## src/rtl/branch_redirect_ctrl_pkg.sv

```systemverilog
// Shared types and constants for the branch redirect controller.
// No logic; encodings and constants only.
// Not applicable (no handshake).
package branch_redirect_ctrl_pkg;

    // Redirect sequencer states
    typedef enum logic [1:0] {
        BRC_IDLE     = 2'd0,
        BRC_REDIRECT = 2'd1,
        BRC_DRAIN    = 2'd2
    } brc_state_t;

    // Sequential fall-through distance for 32-bit instructions
    localparam int PC_INC = 4;

endpackage

```

## src/rtl/branch_redirect_ctrl_counter.sv

```systemverilog
// Wrapping event counter with synchronous clear.
// Count visible one cycle after the increment strobe.
// No backpressure; clear has priority over increment.
module branch_redirect_ctrl_counter
    import branch_redirect_ctrl_pkg::*;
#(
    parameter int W = 16
) (
    input  logic         clk,
    input  logic         rst_n,
    input  logic         clr,
    input  logic         inc,
    output logic [W-1:0] count
);

    // Clear wins over increment; increment wraps modulo 2^W
    always_ff @(posedge clk or negedge rst_n) begin
        if (!rst_n) begin
            count <= '0;
        end else if (clr) begin
            count <= '0;
        end else if (inc) begin
            count <= count + W'(1);
        end
    end

endmodule

```

## src/rtl/branch_redirect_ctrl.sv

```systemverilog
// Detects EX-stage mispredicts, squashes IF/ID and hands the corrected PC to fetch.
// Flush is combinational in the detection cycle; redirect_valid rises one cycle later.
// redirect_valid/redirect_pc hold until fetch_ready; further EX events are ignored while busy.
module branch_redirect_ctrl
    import branch_redirect_ctrl_pkg::*;
#(
    parameter int N            = 32,
    parameter int DRAIN_CYCLES = 2,
    parameter int CNT_W        = 16
) (
    input  logic             clk,
    input  logic             rst_n,
    input  logic             ex_valid,
    input  logic             ex_is_branch,
    input  logic             ex_is_jump,
    input  logic             ex_taken,
    input  logic             ex_pred_taken,
    input  logic [N-1:0]     ex_pc,
    input  logic [N-1:0]     ex_target,
    input  logic             fetch_ready,
    input  logic             ctr_clear,
    output logic             redirect_valid,
    output logic [N-1:0]     redirect_pc,
    output logic             flush_if,
    output logic             flush_id,
    output logic             busy,
    output logic [CNT_W-1:0] branch_count,
    output logic [CNT_W-1:0] mispredict_count
);

    localparam int DCW = $clog2(DRAIN_CYCLES + 1);

    brc_state_t     state;
    brc_state_t     state_nxt;
    logic [DCW-1:0] drain_cnt;
    logic [DCW-1:0] drain_cnt_nxt;

    logic           br_event;
    logic           eff_taken;
    logic           mispredict;
    logic           take_redirect;
    logic [N-1:0]   correct_pc;

    // Only events seen in IDLE are architectural; anything later is wrong-path
    assign br_event      = ex_valid & (ex_is_branch | ex_is_jump) & (state == BRC_IDLE);
    assign eff_taken     = ex_is_jump | ex_taken;
    assign mispredict    = eff_taken ^ ex_pred_taken;
    assign take_redirect = br_event & mispredict;
    // Fall-through wraps silently at the top of the address space
    assign correct_pc    = eff_taken ? ex_target : (ex_pc + N'(PC_INC));

    assign redirect_valid = (state == BRC_REDIRECT);
    assign busy           = (state != BRC_IDLE);

    // Next-state, drain countdown and flush outputs
    always_comb begin
        state_nxt     = state;
        drain_cnt_nxt = drain_cnt;
        flush_if      = 1'b0;
        flush_id      = 1'b0;
        case (state)
            BRC_IDLE: begin
                if (take_redirect) begin
                    flush_if  = 1'b1;
                    flush_id  = 1'b1;
                    state_nxt = BRC_REDIRECT;
                end
            end
            BRC_REDIRECT: begin
                flush_if = 1'b1;
                if (fetch_ready) begin
                    state_nxt     = BRC_DRAIN;
                    drain_cnt_nxt = DCW'(DRAIN_CYCLES);
                end
            end
            BRC_DRAIN: begin
                flush_if = 1'b1;
                if (drain_cnt <= DCW'(1)) begin
                    state_nxt     = BRC_IDLE;
                    drain_cnt_nxt = '0;
                end else begin
                    drain_cnt_nxt = drain_cnt - DCW'(1);
                end
            end
            default: begin
                state_nxt     = BRC_IDLE;
                drain_cnt_nxt = '0;
            end
        endcase
    end

    // State, drain counter and latched redirect target
    always_ff @(posedge clk or negedge rst_n) begin
        if (!rst_n) begin
            state       <= BRC_IDLE;
            drain_cnt   <= '0;
            redirect_pc <= '0;
        end else begin
            state     <= state_nxt;
            drain_cnt <= drain_cnt_nxt;
            if (take_redirect) begin
                redirect_pc <= correct_pc;
            end
        end
    end

    branch_redirect_ctrl_counter #(.W(CNT_W)) u_branch_cnt (
        .clk   (clk),
        .rst_n (rst_n),
        .clr   (ctr_clear),
        .inc   (br_event),
        .count (branch_count)
    );

    branch_redirect_ctrl_counter #(.W(CNT_W)) u_mispredict_cnt (
        .clk   (clk),
        .rst_n (rst_n),
        .clr   (ctr_clear),
        .inc   (take_redirect),
        .count (mispredict_count)
    );

endmodule

```

## config.mk

```make
export PLATFORM = sky130hd
export DESIGN_NAME = branch_redirect_ctrl
export DESIGN_NICKNAME = d
export VERILOG_FILES = /design/src/rtl/branch_redirect_ctrl_pkg.sv /design/src/rtl/branch_redirect_ctrl_counter.sv /design/src/rtl/branch_redirect_ctrl.sv
export SDC_FILE = /design/constraint.sdc
export NUM_CORES = 1
export LEC_CHECK = 0
export BUFFER_PORTS_ARGS = -buffer_cell sky130_fd_sc_hd__buf_2
export CAP_MARGIN = 20
export CELL_PAD_IN_SITES_DETAIL_PLACEMENT = 0
export CELL_PAD_IN_SITES_GLOBAL_PLACEMENT = 1
export CORE_MARGIN = 4
export CORE_UTILIZATION = 33
export CTS_CLUSTER_SIZE = 28
export DETAILED_ROUTE_END_ITERATION = 8
export GPL_ROUTABILITY_DRIVEN = 0
export PLACE_DENSITY_LB_ADDON = 0.2
export SETUP_SLACK_MARGIN = 0.02
export SLEW_MARGIN = 20
export SYNTH_ARGS = -nofsm -noshare
export SYNTH_HDL_FRONTEND = slang
export SYNTH_SLANG_ARGS = --single-unit
```

## constraint.sdc

```tcl
create_clock -name clk -period 1.7 [get_ports clk]
set_input_delay 0.34 -clock clk [delete_from_list [all_inputs] [get_ports clk]]
set_output_delay 0.34 -clock clk [all_outputs]
set_load 0.05 [all_outputs]
```

==> flow_summary.ini, run 1 <==
[timing]
timing.fmax_ghz = 0.536
number_of_slew_limit_violations_in_the_final_report = 0
worst-slew-pin-transition_ns = 0.621
post-route-period-util_pct = 110
worst_slew_margin_rel_pct = 58.6
setup_viol_count_final = 18
timing.final.hold_violations = 0
finalClockSkew_ns = 0.00234
grt_setup_unrepaired = true
setup_slack_ns = -0.167
period_minus_slack_ns = 1.87
minimum_hold_slack_ns = 0.258

[setup_path]
crit_path_top_delay_cell = sky130_fd_sc_hd__dfrtp_1
crit_required_ns = 1.36
timing.critical_path.to_type = output pin
startpoint = state[1]
crit_path_start_kind = flip-flop
worstReg2RegEnd = u_mispredict_cnt.count[15]
worst-endpoint-arrival_ns = 1.53
critical-path-top-delay-family = flip-flops
reg2reg_depth = 8
worstSetupPathType = flip-flop to output pin
path_buf_inv = 3
timing.critical_path.fanout_max = 2
cp_cell_sequence = inv_2 -> ha_4 -> and2_4 -> o31ai_4 -> inv_2 -> nor2_4 -> nor2_4 -> buf_8
reg2reg_setup_slack_ns = -0.07
delay_of_the_slowest_cell_on_the_worst_path_ns = 0.38
worstReg2RegStart = state[1]

[detailed_routing]
wire_per_inst_um = 15.9
detail-route-antenna-nets = 0
drt_pass1_iterations = 4
drt_iter0_drc = 122
via_count = 3915
via_per_instance_ratio = 5.01
drcViolationCount = 0
wirelength_mm = 12.4

[placement]
post-dp-hpwl_mm = 9.22
area_of_placed_instances_mm2 = 0.00516
io_buffers = 140
post-place-ws_ns = -0.187
dp.cells = 753

[global_routing]
global_route.overflow_total = 0
grt_start_max_net_pins = 33
number_of_global_route_vias_before_repair = 3930
first_pass_grt_wire_length_mm = 19.5
grt_antenna_before_repair = 0
grtUsageTotal_pct = 18.5

[power]
clockPowerShare_pct = 23.7
internal_power_mw = 4.80
power.density_cell_area_mw_per_mm2 = 1450
power_switching_share_pct = 44.0
max-vdd-ir-drop_mv = 1.14
total_power_mw = 8.56
power.static_leakage_nw = 2.73
net-switching-power_mw = 3.77
power_frac_comb_pct = 49.2
seq_power_share_pct = 27.0

[yosys]
yosys_most_used_dff = sky130_fd_sc_hd__dfrtp_1
ys_seq_area_share_pct = 43.8
synth_nets = 516
syn_inst = 435
async_reset_ff_share_pct = 100
cell_type_contributing_the_most_total_cell_area_after_synthesis = sky130_fd_sc_hd__dfrtp_1
postSynthRegisterBits = 68
synth_enable_flop_cells = 0
syn-cell-area_mm2 = 0.00388
post_synth_most_frequent_cells = 68 x sky130_fd_sc_hd__dfrtp_1, 63 x sky130_fd_sc_hd__nor2_1, 43 x sky130_fd_sc_hd__nand2_1, 36 x sky130_fd_sc_hd__xnor2_1, 25 x sky130_fd_sc_hd__o21ai_0
yosys.cell_count.top_type = sky130_fd_sc_hd__dfrtp_1
unique_masters_post_synth = 43
netlist_top_cells_area = sky130_fd_sc_hd__dfrtp_1 44%, sky130_fd_sc_hd__xnor2_1 8.1%, sky130_fd_sc_hd__nor2_1 6.1%
synth_area_per_cell_um2 = 8.93
synth_top_area_share_pct = 43.8
yosys_warnings = 0

[finish]
finalNonFillerCells = 781
multi_input_comb_area_mm2 = 0.00230
antennaDiodeCount = 0
final_area_mm2 = 0.00592
fraction_of_layout_cells_with_a_size_suffix_above_1_pct = 44.4
area_growth_pct = 52.4
regArea_mm2 = 0.00171
nFillCells = 1095
layout.nets = 714

[clocking]
clock_input_transition_at_the_sequential_cells_of_the_worst_setup_and_hold_paths_ns = 0.06
max-clock-path-buffers = 2
htree_num_levels = 3
clk-insertion-delay-late_ns = 0.33
tritoncts_num_sinks = 68
cts_made_buffers = 9
cts_tree = done
ctsRootBufferMaster = sky130_fd_sc_hd__clkbuf_16

[worst_hold_path]
hold_path.class = input port to flip-flop
timing.hold.worst.start = ex_pc[0]
end_point_of_the_most_critical_hold_path = redirect_pc[0]
min_path_cells = 3

[floorplanning]
floorplan.die.height_um = 116
floorplan.io_pins = 141
die_area_mm2 = 0.0136
initial_core_util_pct = 33.9
overall_die_width_um = 116
core-area_mm2 = 0.0115
fp_rows = 39

[outcome]
violations_in_the_final_reports = negative setup slack
outcome = finished with violations

[run]
max-cap-violations = 0
## layout by cell type, fill, tap and decap left out, drive strengths merged, types with 16 or more instances in the layout
cell type | Yosys | layout
buf | 6 | 204
dfrtp | 68 | 68
nor2 | 63 | 63
nand2 | 43 | 43
xnor2 | 36 | 36
o21ai | 26 | 26
a21oi | 23 | 23
nand3 | 23 | 23
xor2 | 17 | 17
nor3 | 16 | 16
## flip-flops by register name, summed over array words and instances (netlist names)
signal,flops
redirect_pc,32
u_branch_cnt.count,16
u_mispredict_cnt.count,16
drain_cnt,2
state,2
## final cells by class
class / count / area share (%)
Multi-Input combinational cell: 336 / 38.8
Clock buffer: 11 / 4.10
Tap cell: 143 / 3.02
Inverter: 12 / 0.972
Clock inverter: 5 / 1.27
Sequential cell: 68 / 29.0
Timing Repair Buffer: 206 / 22.9
## cell families (layout without fill, tap and decap cells)
family | after synthesis | after routing | synth area share, %
compound gates | 74 | 74 | 11.2
flops | 68 | 68 | 43.8
simple gates | 194 | 194 | 25.3
xor+xnor | 53 | 53 | 12.0
buf+inv | 31 | 234 | 3.38
mux | 7 | 7 | 1.84
fa+ha+maj | 8 | 8 | 2.58
## layer usage
layer	share of wire [%]	global-route usage [%]	up-vias
met5	0	0	-
met4	1.2	5.57	0
met3	6.0	3.99	11
met2	48	30.7	117
met1	44	24.4	1876
li1	-	-	1911
## through the flow
stage,setup TNS [ns],utilization [%]
floorplan,-0.440,-
global placement,-0.699,45.0
detailed placement,-1.05,45.0
CTS,-0.511,49.4
global route,-3.25,51.6
finish,-0.664,51.6
## worst max path at each step
stage | end | slack (ns) | cells past startpoint
floorplan | flush_if | -0.14 | 8
global placement | redirect_pc[24] | -0.18 | 8
detailed placement | redirect_pc[24] | -0.19 | 8
CTS | flush_if | -0.18 | 8
global route | flush_if | -0.23 | 8
finish | flush_if | -0.17 | 8
## timing repair
item | CTS | global route
gates cloned | 0 | 1
setup endpoints to repair | 16 | 49
pin swaps | 2 | 9
hold endpoints to repair | 21 | 0
buffers inserted | 3 | 9
hold buffers | 1 | 0
gates resized for setup | 34 | 36
## worst min-delay path, delay by kind of cell
family,cells,cell delay [ns]
AND/OR/NAND/NOR,1,0.05
AO/OA/AOI/OAI,1,0.07
buffers and inverters,1,0.09
## power by group through the flow
stage | clock (mW) | sequential, mW | combinational (mW)
after floorplan | 0 | 3.71 | 1.21
after global placement | 0 | 2.33 | 3.66
after detailed placement | 0 | 2.34 | 3.70
after CTS | 2.08 | 2.32 | 3.94
after global routing | 2.16 | 2.38 | 4.47
final | 2.03 | 2.32 | 4.22
(Power assumes the default switching activity.)
==> run 2: changes to the inputs <==
==> constraint.sdc (replaced) <==
create_clock -name clk -period 1.7 [get_ports clk]
set_input_delay 0.34 -clock clk [delete_from_list [all_inputs] [get_ports clk]]
set_output_delay 0.34 -clock clk [all_outputs]
set_load 0.02 [all_outputs]
==> run 2 against run 1 <==
Against the previous run:
- the run still ends with negative setup slack left
- sequential cell count unchanged
- clock skew up 0.0031 ns
- sequential share of layout area down 0.57 points
- register-to-register slack worse by 0.07 ns
- non-clock buffer count up 5
- maximum frequency down 0.79%
- worst setup slack worse by 0.015 ns
- via count down 1.0%
- clock-buffer cell count up 1
==> flow_summary.ini, run 2 (synthesis gave the netlist of run 1 again) <==
[setup_path]
worstSetupPathType = flip-flop to output pin
timing.critical_path.to_type = output pin
timing.critical_path.fanout_max = 3
worstReg2RegStart = state[0]
worstReg2RegEnd = u_mispredict_cnt.count[4]
startpoint = state[0]
reg2reg_setup_slack_ns = -0.14
crit_path_start_kind = flip-flop
worst-endpoint-arrival_ns = 1.54
timing.critical_path.to = flush_if
reg2reg_depth = 9
crit_required_ns = 1.36

[finish]
most_flop_heavy_register = redirect_pc
final_cell_mix = 136 x sky130_fd_sc_hd__buf_2, 66 x sky130_fd_sc_hd__dfrtp_1, 59 x sky130_fd_sc_hd__nor2_1, 55 x sky130_fd_sc_hd__buf_4, 39 x sky130_fd_sc_hd__nand2_1
layout.nets = 719
layout_commonest_cell = sky130_fd_sc_hd__buf_2
biggestRegsByFlops = redirect_pc (32), u_branch_cnt.count (16), u_mispredict_cnt.count (16)
area_growth_pct = 54.6
regArea_mm2 = 0.00170
final_area_mm2 = 0.00600
antennaDiodeCount = 0
layout.core_utilization_pct = 52.4
nFillCells = 1058
finalNonFillerCells = 786
largest_reg_flops = 32
multi_input_comb_area_mm2 = 0.00242
fraction_of_layout_cells_with_a_size_suffix_above_1_pct = 44.8

[timing]
setup_viol_count_final = 22
minimum_hold_slack_ns = 0.0283
worst_slew_margin_rel_pct = 60.8
period_minus_slack_ns = 1.88
setup_slack_ns = -0.182
timing.fmax_ghz = 0.531
finalClockSkew_ns = 0.00547
grt_setup_unrepaired = true
number_of_slew_limit_violations_in_the_final_report = 0
post-route-period-util_pct = 111
finalSetupTns_ns = -1.47
worst-slew-pin-transition_ns = 0.588
timing.final.hold_violations = 0

[detailed_routing]
drt_pass1_iterations = 4
drt_iter0_drc = 159
drcViolationCount = 0
via_count = 3876
wirelength_mm = 12.1
via_per_instance_ratio = 4.93
wire_per_inst_um = 15.4
detail-route-antenna-nets = 0

[floorplanning]
floorplan.io_pins = 141
overall_die_width_um = 116
core-area_mm2 = 0.0115
floorplan.die.height_um = 116
initial_core_util_pct = 33.9
fp_rows = 39
die_area_mm2 = 0.0136

[power]
power.static_leakage_nw = 2.83
power.density_cell_area_mw_per_mm2 = 1220
max-vdd-ir-drop_mv = 0.550
total_power_mw = 7.32

[clocking]
clock_input_transition_at_the_sequential_cells_of_the_worst_setup_and_hold_paths_ns = 0.06
cts_hold_fix_bufs = 0
max-clock-path-buffers = 2
cts_made_buffers = 9
ctsRootBufferMaster = sky130_fd_sc_hd__clkbuf_16
cts_tree = done
htree_num_levels = 3
tritoncts_num_sinks = 68
clk-insertion-delay-late_ns = 0.32

[global_routing]
first_pass_grt_wire_length_mm = 18.7
grtUsageTotal_pct = 17.6
grt_start_max_net_pins = 69
global_route.overflow_total = 0
number_of_global_route_vias_before_repair = 3812
grt_antenna_before_repair = 0

[outcome]
violations_in_the_final_reports = negative setup slack
outcome = finished with violations

[placement]
post-place-ws_ns = -0.0833
area_of_placed_instances_mm2 = 0.00516
dp.cells = 756
io_buffers = 140
post-dp-hpwl_mm = 8.82

[worst_hold_path]
hold_path.class = input port to asynchronous set/reset pin

[run]
max-cap-violations = 0
run 2: cell count changes in the layout (fill, tap and decap cells not counted), sizes merged:
cell and delta:
clkinvlp +1, buf +7, inv +1, dlygate4sd3 -1, bufinv -1, clkinv -2
run 2: layer usage:
metal  GRT usage, %  part of all wire, %  up-vias
met2           29.4                   49      102
met1           22.7                   44     1840
met4           3.63                 0.40        0
met3           5.28                  7.0        4
met5              0                    0        -
li1               -                    -     1930
run 2: worst min path at each step:
stage	from	end	slack [ns]	cells past startpoint
2_1_floorplan	rst_n	drain_cnt[0]	0.04	0
3_3_place_gp	rst_n	u_branch_cnt.count[12]	0.40	2
3_5_place_dp	rst_n	u_branch_cnt.count[13]	0.40	2
4_1_cts	rst_n	u_branch_cnt.count[13]	0.05	2
5_1_grt	rst_n	u_branch_cnt.count[13]	0.05	2
6_report	rst_n	u_branch_cnt.count[15]	0.03	2
run 2: final cells by class:
type	instances	area share (%)
multi-input cells	336	40.4
flip-flops and latches	68	28.4
repair buffers	211	22.4
clock buffers	12	4.27
well taps	143	2.98
clock inverters	4	0.792
inverters	12	0.792
run 2: worst max-delay path, stage by stage, from the launching register on:
cell and delay [ns]:
sky130_fd_sc_hd__dfrtp_1 0.38, sky130_fd_sc_hd__inv_2 0.08, sky130_fd_sc_hd__ha_4 0.15, sky130_fd_sc_hd__and2_4 0.15, sky130_fd_sc_hd__o31ai_4 0.08, sky130_fd_sc_hd__inv_2 0.11, sky130_fd_sc_hd__nor2_4 0.04, sky130_fd_sc_hd__nor2_4 0.10
sky130_fd_sc_hd__buf_6 0.13
run 2: report_power, final:
group	switching, mW	internal, mW	total, mW
clock network	0.690	1.21	1.90
logic	1.73	1.38	3.11
registers	0.259	2.05	2.31
total	2.68	4.64	7.32
run 2: timing repair:
item | in CTS | in global routing
setup endpoints to repair | 22 | 53
setup buffers | 7 | 10
cloned | 1 | 0
resized for setup | 41 | 49
pin swaps | 17 | 22
